<file path="src/rtl/rf_win_pkg.sv">
// Shared types and defaults for the register-window manager and its
// spill/fill sequencer.
package rf_win_pkg;

  typedef enum logic [1:0] {
    XS_IDLE    = 2'd0,
    XS_SPILL   = 2'd1,
    XS_FILL_RD = 2'd2,
    XS_FILL_WR = 2'd3
  } xfer_state_e;

  localparam int          XFER_BEATS     = 4;
  localparam logic [15:0] SPILL_BASE_DEF = 16'hFF00;

  function automatic int num_win(input int addr_w, input int win_step);
    return (1 << addr_w) / win_step;
  endfunction

endpackage

</file>
<file path="src/rtl/rf_win_xfer.sv">
// Four-beat spill/fill sequencer: walks one window between the RF L-port and
// data memory, then holds busy for one commit cycle (done) so the owner can
// move its pointers.
module rf_win_xfer
  import rf_win_pkg::*;
#(
  parameter int ADDR_W   = 6,
  parameter int DATA_W   = 16,
  parameter int WIN_SIZE = XFER_BEATS,
  parameter int WIN_STEP = 4,
  localparam int LADDR_W = $clog2(WIN_SIZE)
) (
  input  logic               clk,
  input  logic               rst,
  input  logic               start_spill,
  input  logic               start_fill,
  input  logic [ADDR_W-1:0]  base,
  input  logic [15:0]        sp,
  input  logic [DATA_W-1:0]  rf_lout,
  input  logic [DATA_W-1:0]  mem_rdata,
  input  logic               mem_ack,
  output logic               busy,
  output logic               done,
  output logic               done_fill,
  output logic               rf_own,
  output logic [ADDR_W-1:0]  rf_base,
  output logic [LADDR_W-1:0] rf_laddr,
  output logic               rf_lwrite,
  output logic               rf_hwrite,
  output logic [DATA_W-1:0]  rf_wdata,
  output logic               mem_req,
  output logic               mem_we,
  output logic [15:0]        mem_addr,
  output logic [DATA_W-1:0]  mem_wdata
);

  xfer_state_e        state_q, state_d;
  logic [LADDR_W-1:0] beat_q, beat_d;
  logic               fill_q, fill_d;
  logic               fin_q, fin_d;
  logic [DATA_W-1:0]  rdata_q, rdata_d;
  logic               last_beat;
  logic [15:0]        beat_w;

  assign last_beat = (beat_q == LADDR_W'(WIN_SIZE - 1));
  assign beat_w    = 16'(beat_q);

  always_comb begin
    state_d = state_q;
    beat_d  = beat_q;
    fill_d  = fill_q;
    fin_d   = 1'b0;
    rdata_d = rdata_q;
    unique case (state_q)
      XS_IDLE: begin
        if (start_spill) begin
          state_d = XS_SPILL;
          beat_d  = '0;
          fill_d  = 1'b0;
        end else if (start_fill) begin
          state_d = XS_FILL_RD;
          beat_d  = '0;
          fill_d  = 1'b1;
        end
      end
      XS_SPILL: begin
        if (mem_ack) begin
          if (last_beat) begin
            state_d = XS_IDLE;
            fin_d   = 1'b1;
          end else begin
            beat_d = beat_q + 1'b1;
          end
        end
      end
      XS_FILL_RD: begin
        if (mem_ack) begin
          rdata_d = mem_rdata;
          state_d = XS_FILL_WR;
        end
      end
      XS_FILL_WR: begin
        if (last_beat) begin
          state_d = XS_IDLE;
          fin_d   = 1'b1;
        end else begin
          beat_d  = beat_q + 1'b1;
          state_d = XS_FILL_RD;
        end
      end
      default: state_d = XS_IDLE;
    endcase
  end

  // Spill targets the window just above base, fill the one just below; fill
  // walks memory downward so the top word lands in the last register.
  always_comb begin
    busy      = (state_q != XS_IDLE) || fin_q;
    done      = fin_q;
    done_fill = fill_q;
    rf_own    = busy;
    rf_base   = base;
    rf_laddr  = '0;
    if (busy) begin
      rf_base  = fill_q ? (base - ADDR_W'(WIN_STEP)) : (base + ADDR_W'(WIN_STEP));
      rf_laddr = fill_q ? (LADDR_W'(WIN_SIZE - 1) - beat_q) : beat_q;
    end
    rf_lwrite = (state_q == XS_FILL_WR);
    rf_hwrite = (state_q == XS_FILL_WR);
    rf_wdata  = rdata_q;
    mem_req   = (state_q == XS_SPILL) || (state_q == XS_FILL_RD);
    mem_we    = (state_q == XS_SPILL);
    mem_wdata = (state_q == XS_SPILL) ? rf_lout : '0;
    unique case (state_q)
      XS_SPILL:   mem_addr = sp + beat_w;
      XS_FILL_RD: mem_addr = sp - 16'd1 - beat_w;
      default:    mem_addr = sp;
    endcase
  end

  always_ff @(posedge clk) begin
    if (rst) begin
      state_q <= XS_IDLE;
      beat_q  <= '0;
      fill_q  <= 1'b0;
      fin_q   <= 1'b0;
      rdata_q <= '0;
    end else begin
      state_q <= state_d;
      beat_q  <= beat_d;
      fill_q  <= fill_d;
      fin_q   <= fin_d;
      rdata_q <= rdata_d;
    end
  end

endmodule

</file>
<file path="src/rtl/rf_window_ctrl.sv">
// Register-window manager: owns Base and the resident/spilled window counts,
// decodes push/pop/set_base and hands overflowing windows to rf_win_xfer.
module rf_window_ctrl
  import rf_win_pkg::*;
#(
  parameter int              ADDR_W     = 6,
  parameter int              DATA_W     = 16,
  parameter int              WIN_SIZE   = XFER_BEATS,
  parameter int              WIN_STEP   = 4,
  parameter logic [ADDR_W-1:0] RESET_BASE = '0,
  parameter logic [15:0]     SPILL_BASE = SPILL_BASE_DEF,
  parameter int              SPILL_MAX  = 64,
  localparam int             LADDR_W    = $clog2(WIN_SIZE)
) (
  input  logic               clk,
  input  logic               rst,
  input  logic               push,
  input  logic               pop,
  input  logic               set_base,
  input  logic [ADDR_W-1:0]  base_in,
  output logic [ADDR_W-1:0]  base,
  output logic               busy,
  output logic [7:0]         depth,
  output logic               ovf,
  output logic               unf,
  output logic               cmd_err,
  output logic               rf_own,
  output logic [ADDR_W-1:0]  rf_base,
  output logic [LADDR_W-1:0] rf_laddr,
  output logic               rf_lwrite,
  output logic               rf_hwrite,
  output logic [DATA_W-1:0]  rf_wdata,
  input  logic [DATA_W-1:0]  rf_lout,
  output logic               mem_req,
  output logic               mem_we,
  output logic [15:0]        mem_addr,
  output logic [DATA_W-1:0]  mem_wdata,
  input  logic [DATA_W-1:0]  mem_rdata,
  input  logic               mem_ack
);

  localparam int NUM_WIN = num_win(ADDR_W, WIN_STEP);
  localparam int RES_W   = $clog2(NUM_WIN + 1);
  localparam int SPL_W   = $clog2(SPILL_MAX + 1);

  logic [ADDR_W-1:0] base_q, base_d;
  logic [RES_W-1:0]  resident_q, resident_d;
  logic [SPL_W-1:0]  spilled_q, spilled_d;
  logic [15:0]       sp_q, sp_d;
  logic              ovf_q, ovf_d, unf_q, unf_d, cmd_err_q, cmd_err_d;
  logic              start_spill, start_fill;
  logic              x_busy, x_done, x_done_fill;
  logic [1:0]        n_cmd;

  assign n_cmd = 2'(push) + 2'(pop) + 2'(set_base);

  always_comb begin
    base_d      = base_q;
    resident_d  = resident_q;
    spilled_d   = spilled_q;
    sp_d        = sp_q;
    ovf_d       = 1'b0;
    unf_d       = 1'b0;
    cmd_err_d   = 1'b0;
    start_spill = 1'b0;
    start_fill  = 1'b0;
    if (x_done) begin
      // Transfer finished: the window has moved, resident count is unchanged.
      if (x_done_fill) begin
        base_d    = base_q - ADDR_W'(WIN_STEP);
        spilled_d = spilled_q - 1'b1;
        sp_d      = sp_q - 16'(WIN_SIZE);
      end else begin
        base_d    = base_q + ADDR_W'(WIN_STEP);
        spilled_d = spilled_q + 1'b1;
        sp_d      = sp_q + 16'(WIN_SIZE);
      end
    end else if (!x_busy) begin
      if (n_cmd > 2'd1) begin
        cmd_err_d = 1'b1;
      end else if (set_base) begin
        base_d     = base_in;
        resident_d = RES_W'(1);
        spilled_d  = '0;
        sp_d       = SPILL_BASE;
      end else if (push) begin
        if (resident_q < RES_W'(NUM_WIN)) begin
          base_d     = base_q + ADDR_W'(WIN_STEP);
          resident_d = resident_q + 1'b1;
        end else if (spilled_q < SPL_W'(SPILL_MAX)) begin
          start_spill = 1'b1;
        end else begin
          ovf_d = 1'b1;
        end
      end else if (pop) begin
        if (resident_q > RES_W'(1)) begin
          base_d     = base_q - ADDR_W'(WIN_STEP);
          resident_d = resident_q - 1'b1;
        end else if (spilled_q != '0) begin
          start_fill = 1'b1;
        end else begin
          unf_d = 1'b1;
        end
      end
    end
  end

  always_ff @(posedge clk) begin
    if (rst) begin
      base_q     <= RESET_BASE;
      resident_q <= RES_W'(1);
      spilled_q  <= '0;
      sp_q       <= SPILL_BASE;
      ovf_q      <= 1'b0;
      unf_q      <= 1'b0;
      cmd_err_q  <= 1'b0;
    end else begin
      base_q     <= base_d;
      resident_q <= resident_d;
      spilled_q  <= spilled_d;
      sp_q       <= sp_d;
      ovf_q      <= ovf_d;
      unf_q      <= unf_d;
      cmd_err_q  <= cmd_err_d;
    end
  end

  assign base    = base_q;
  assign depth   = 8'(resident_q) + 8'(spilled_q);
  assign ovf     = ovf_q;
  assign unf     = unf_q;
  assign cmd_err = cmd_err_q;
  assign busy    = x_busy;

  rf_win_xfer #(
    .ADDR_W   (ADDR_W),
    .DATA_W   (DATA_W),
    .WIN_SIZE (WIN_SIZE),
    .WIN_STEP (WIN_STEP)
  ) u_xfer (
    .clk         (clk),
    .rst         (rst),
    .start_spill (start_spill),
    .start_fill  (start_fill),
    .base        (base_q),
    .sp          (sp_q),
    .rf_lout     (rf_lout),
    .mem_rdata   (mem_rdata),
    .mem_ack     (mem_ack),
    .busy        (x_busy),
    .done        (x_done),
    .done_fill   (x_done_fill),
    .rf_own      (rf_own),
    .rf_base     (rf_base),
    .rf_laddr    (rf_laddr),
    .rf_lwrite   (rf_lwrite),
    .rf_hwrite   (rf_hwrite),
    .rf_wdata    (rf_wdata),
    .mem_req     (mem_req),
    .mem_we      (mem_we),
    .mem_addr    (mem_addr),
    .mem_wdata   (mem_wdata)
  );

endmodule
</file>
<file path="config.mk">
export PLATFORM = sky130hd
export DESIGN_NAME = rf_window_ctrl
export DESIGN_NICKNAME = d
export VERILOG_FILES = /design/src/rtl/rf_win_pkg.sv /design/src/rtl/rf_win_xfer.sv /design/src/rtl/rf_window_ctrl.sv
export SDC_FILE = /design/constraint.sdc
export NUM_CORES = 1
export LEC_CHECK = 0
export BUFFER_PORTS_ARGS = -buffer_cell sky130_fd_sc_hd__buf_2
export CAP_MARGIN = 20
export CORE_MARGIN = 5
export CORE_UTILIZATION = 53
export CTS_BUF_LIST = sky130_fd_sc_hd__clkbuf_16
export DETAILED_ROUTE_END_ITERATION = 8
export PLACE_DENSITY = 0.83
export SYNTH_ARGS = -nofsm -noshare
export SYNTH_HDL_FRONTEND = slang
export SYNTH_SLANG_ARGS = --single-unit
</file>
<file path="constraint.sdc">
create_clock -name clk -period 3.01 [get_ports clk]
set_input_delay 0 -clock clk [delete_from_list [all_inputs] [get_ports clk]]
set_output_delay 0 -clock clk [all_outputs]
set_load 0.005 [all_outputs]
</file>
# ---- Yosys cells after proc, flatten, opt, wreduce, memory -nomap -nowiden
# Cells that the tools add are included.
dict set report op_classes {
  magnitude_cmp 4
  n_reduce_logical 22
  mux 64
  n_eq_ne 12
  add_sub_neg 16
  bitwise_logic 5
}
# operator n
set ops {}
lappend ops {{$mux 16} 6}
lappend ops {{$mux 6} 10}
lappend ops {{$mux 7} 5}
lappend ops {{$pmux 16 s2} 1}
lappend ops {{$mux 5} 5}
lappend ops {{$mux 2} 12}
lappend ops {{$mux 1} 22}
lappend ops {{$add 16x2->16} 1}
lappend ops {{$add 16x3->16 const B} 1}
lappend ops {{$sub 16x1->16 const B} 1}
lappend ops {{$sub 16x2->16} 1}
lappend ops {{$sub 16x3->16 const B} 1}
lappend ops {{$reduce_bool 3->1} 3}
lappend ops {{$add 5x7->8} 1}
lappend ops {{$ne 2x1->1 const B} 4}
lappend ops {{$pmux 2 s4} 1}
lappend ops {{$reduce_bool 4->1} 2}
lappend ops {{$reduce_or 8->1} 1}
lappend ops {{$add 7x1->7 const B} 1}
lappend ops {{$lt 7x7->1 const B} 1}
lappend ops {{$reduce_bool 7->1} 1}
lappend ops {{$reduce_or 7->1} 1}
lappend ops {{$sub 7x1->7 const B} 1}
lappend ops {{$add 6x3->6 const B} 1}
lappend ops {{28 further kinds} 39}
dict set report totals {
  reg_bits 59
}

# ---- Logic depth before layout (Yosys ltp)
dict set report depth {
  depth_word 12
  depth_mapped 10
  depth_no_buf 10
}

# ---- Modules after synthesis
# Synthesis repeated with hierarchy kept, for this count alone.
dict set report hier_totals {
  hier_cells 621
  area_unflattened_um2 4799.6
}
# mod area_each_um2 cells_per_inst instances seq_area_each_um2
set by_module_without_submodules {}
lappend by_module_without_submodules {rf_window_ctrl 2590.0 311 1 700.7}
lappend by_module_without_submodules {rf_win_xfer 2209.6 310 1 440.4}

# ---- Worst setup path after synthesis
# Ideal clock, no wire load.
dict set report synth_path {
  path_kind {register to register}
  start {reg u_xfer.state_q[0]}
  end {reg u_xfer.state_q[1]}
  arrival_ns 2.530
  path_stages_with_launch 10
  path_slack_ns 0.410
  cell_sequence {dfxtp_1 inv_1 ha_1 nor2b_1 clkinv_1 or3_1 a32o_1 a221oi_1 o311ai_0 a21oi_1}
}
dict set report synth_between {
  elab_chain_len 6
  word_cells_on_any_way 17
  cone_classes {eq/ne: 7; mux: 6; reduce/logical: 4}
}
# item line_no
set synth_rtl {}
lappend synth_rtl {{start, declared} rf_win_xfer.sv:37} ;# xfer_state_e state_q, state_d;
lappend synth_rtl {{start signal, assigned} rf_win_xfer.sv:129} ;# state_q <= state_d;
lappend synth_rtl {{$reduce_bool 2->1 *} rf_win_xfer.sv:98} ;# busy = (state_q != XS_IDLE) || fin_q;
lappend synth_rtl {{$logic_or 1x1->1 *} rf_win_xfer.sv:98}
lappend synth_rtl {{named net busy} rf_window_ctrl.sv:22} ;# output logic busy,
lappend synth_rtl {{$mux 1} rf_window_ctrl.sv:78} ;# end else if (!x_busy) begin
lappend synth_rtl {{$mux 1} rf_window_ctrl.sv:67} ;# if (x_done) begin
lappend synth_rtl {{$ne 3x3->1 (no line) or $mux 2 (tied branches)} -}
lappend synth_rtl {{$reduce_and 4->1 (no line) or $pmux 2 s4 (tied branches)} -}
# Mark *: on every way through the listed nets, which the timed path passes. The rest lies on a longest branch.
# A chain may end at the register's enable or synchronous reset.

# ---- Worst setup path after layout
dict set report layout_path {
  start {reg sp_q[3]}
  end {out mem_addr[12]}
}
dict set report layout_between {
  elab_chain_len 3
  word_cells_on_any_way 4
  cone_classes {add/sub: 3; mux: 1}
}
# item line_no
set layout_rtl {}
lappend layout_rtl {{start, declared} rf_window_ctrl.sv:49} ;# logic [15:0] sp_q, sp_d;
lappend layout_rtl {{start signal, assigned} rf_window_ctrl.sv:121} ;# sp_q <= sp_d;
lappend layout_rtl {{$sub 16x1->16} rf_win_xfer.sv:116} ;# XS_FILL_RD: mem_addr = sp - 16'd1 - beat_w;
lappend layout_rtl {{$sub 16x2->16} rf_win_xfer.sv:116}
lappend layout_rtl {{$pmux 16 s2 *} rf_win_xfer.sv:114} ;# unique case (state_q)
lappend layout_rtl {{end, declared} rf_window_ctrl.sv:36} ;# output logic [15:0] mem_addr,
# Every way passes the cells marked *; elsewhere a longest branch is shown, timed or not.

==> metrics.txt <==
status=completed; Sequential Area=1140 µm²; Place WS=0.341 ns; Core ar.=between 7000 and 8000 µm²; synth warn=0; VDD IR max=~0.23 mV; layout cells sized above 1=0.238; row cnt=32; Yosys reg bits=between 50 and 60; worst path bufs/invs=1; crit path time final=2.96 ns; Post-Synthesis Cells=541; CTS tree=built; placed cells=742; register area share after synthesis=0.270; Worst setup EP type=output pin; worst slew pin tran=0.854 ns; CP top delay family=simple AND/OR/NAND/NOR gates; EDFF count, synth=0; slowest CP cell=or4_4; CTS clk-pin slew, worst paths=about 0.05 ns; Setup Viol. Count Final=0; number of global-route vias before repair=4,226; Synth cell types=62; Pint=1.68 mW; area leader, netlist=dfxtp_1; syn avg cell area=7.80 µm²; clk buf depth=2; Hold WC Path Type=input port to register; DR vias=between 4,000 and 5,000; Highest Clock Rate=about 340 MHz; Initial Utilization=0.546; Sw Pwr=0.603 mW; final worst slack=between 0.04 and 0.05 ns; most instantiated library cell after synthesis=nand2_1; Leakage=2.59 nW; Final Hold Vio Count=0; Cell Area, Synth=4220 µm²; DR vias/cell=5.70; synth cell count leaders=nand2_1 (63), dfxtp_1 (57), nor2_1 (52); max-cap violations=0; 1st-pass router iterations=5; Pins Over Slew Limit=0; crit-path cells=or4_4 -> or4_4 -> or3_4 -> or3_4 -> nor2b_1 -> o21ai_0 -> o31ai_1 -> buf_2; crit path max fanout=9; switching share of power=0.264; Worst Setup Start Kind=register; Area Growth Syn to Fin=28.3%; Num Clock Sinks=57; Synth area leaders=dfxtp_1 (27%), ha_1 (11%), a21oi_1 (5.7%); async set or reset register ratio after synthesis=0; Slew HR=0.431; fin crit share=0.984; first-pass GRT wire length=19.3 mm; 1st-iter DRT viols=219; H-tree levels=3; hpwl dp=approximately 8.3 mm; aggregate global routing overflow=0; combinational share of power=0.167; DIE HEIGHT=99.2 µm; Crit path arrival time=around 3.0 ns; Nets=758; Top FF cell, synth=dfxtp_1; Clock Skew=0.00612 ns; Clock Latency Late Sink=0.33 ns; RSZ-0062 raised after global routing=true; ant diodes=0; final std cells w/o fill=just under 800; GPL Wtd Cong=~0.95; Die ar.=9840 µm²; I/O Pins=~120; Filler cells=around 600; wire length per cell=15.1 µm; total power per unit cell area=about 420 nW/µm²; count of buffers from port buffering=between 100 and 150; CP Class=register to output pin; Tot GR Track Use=0.231; clock share of power=0.480; area taken by multi-input logic gates=around 2900 µm²; Die X=99.2 µm; post-route ant nets=0; Clock Tree Root=clkbuf_16; antenna violations before repair=0; Flop pwr share=0.354; Synth Net Count=roughly 620; routed wire length=11.8 mm; Worst Path Required=3.01 ns; max incr delay on CP=0.57 ns; share of the synthesized area in the top cell type=0.270; largest net degree at the start of global routing=49; DRC violations left=0; Inserted Clock Buffers=9
## layer usage
layer | part of all wire | routed length (µm) | global-route usage
met5 | 0 | 0 | 0
met4 | 0.015 | 180 | 0.0767
met2 | 0.49 | 5800 | 0.400
met1 | 0.42 | 4920 | 0.283
met3 | 0.075 | 885 | 0.0533
## cell type report
cell class / instances / share of cell area
inverter: 23 / 0.0159
multi-input combinational: 432 / 0.527
clock buffer: 9 / 0.0416
clock inverter: 7 / 0.0173
timing repair buffer: 152 / 0.163
sequential: 57 / 0.211
tap: 102 / 0.0236
## cells in the final DEF (no fill, tap or decap), types with 6 or more instances in the layout
cell	n
buf_2	122
nand2_1	63
dfxtp_1	56
nor2_1	52
a21oi_1	48
ha_1	36
o21ai_0	24
inv_1	22
dlygate4sd3_1	19
xnor2_1	17
and2_1	16
xor2_1	14
mux2i_1	14
nor3_1	13
a22oi_1	11
buf_4	11
a21o_1	10
nor2b_1	10
nand2b_1	9
clkbuf_16	9
nand3_1	7
or3_1	6
## power by group through the flow
stage	clock network, mW	logic (mW)	registers, mW
3_5_place_dp	0	0.354	0.821
4_1_cts	1.10	0.375	0.806
6_report	1.09	0.380	0.806
3_3_place_gp	0	0.343	0.820
5_1_grt	1.14	0.420	0.809
2_1_floorplan	0	0.233	0.818
## registers in the layout, indices dropped and copies added (netlist names), 2 cells and up
name and count:
base 6, resident_q 5, sp_q 14, spilled_q 7, u_xfer.beat_q 2, u_xfer.rf_wdata 16
u_xfer.state_q 2
## worst register-to-register path, delay by kind of cell (launching register included)
| family | cells | cell delay [ns] |
|---|---|---|
| AO/OA/AOI/OAI | 4 | 1.01 |
| AND/OR/NAND/NOR | 2 | 0.69 |
| flip-flops | 1 | 0.34 |
| buffers and inverters | 2 | 0.34 |
| adder cells (fa/ha/maj) | 1 | 0.27 |
## timing repair
action	in CTS	in global routing
setup endpoints to repair	0	3
resized for setup	0	4
hold buffers	19	0
buffers inserted	0	4
endpoints found under the hold margin	19	0
## stage by stage
| stage | utilization | total power [mW] | setup TNS [ns] | cell area, µm² | hold slack (ns) |
|---|---|---|---|---|---|
| after global placement | 0.628 | 1.16 | 0 | 4850 | 0.233 |
| final | 0.701 | 2.28 | 0 | 5410 | 0.0299 |
| after global routing | 0.701 | 2.37 | -0.0549 | 5410 | 0.0751 |
| after CTS | 0.694 | 2.29 | 0 | 5360 | 0.0271 |
| after floorplan | - | 1.05 | 0 | 4220 | 0.116 |
| after detailed placement | 0.628 | 1.18 | 0 | 4850 | 0.249 |
## worst paths after layout
kind / from / end / slack, ns / cells past startpoint
setup / recovery: sp_q[3] / mem_addr[12] / 0.05 / 8
hold / removal: base_in[2] / base[2] / 0.03 / 3
setup reg to reg: u_xfer.state_q[0] / u_xfer.state_q[1] / 0.28 / 9
hold reg to reg: u_xfer.rf_wdata[5] / u_xfer.rf_wdata[5] / 0.46 / 2
## cell families after synthesis
| logic type | after synthesis | share of synthesized area |
|---|---|---|
| adder cells (fa/ha/maj) | 39 | 0.121 |
| flip-flops | 57 | 0.270 |
| multiplexers | 15 | 0.0359 |
| buffers and inverters | 52 | 0.0560 |
| other | 1 | 0.000889 |
| XOR/XNOR | 31 | 0.0644 |
| AND/OR/NAND/NOR | 208 | 0.245 |
| AO/OA/AOI/OAI | 138 | 0.206 |
Power figures use the tool's default switching activity.
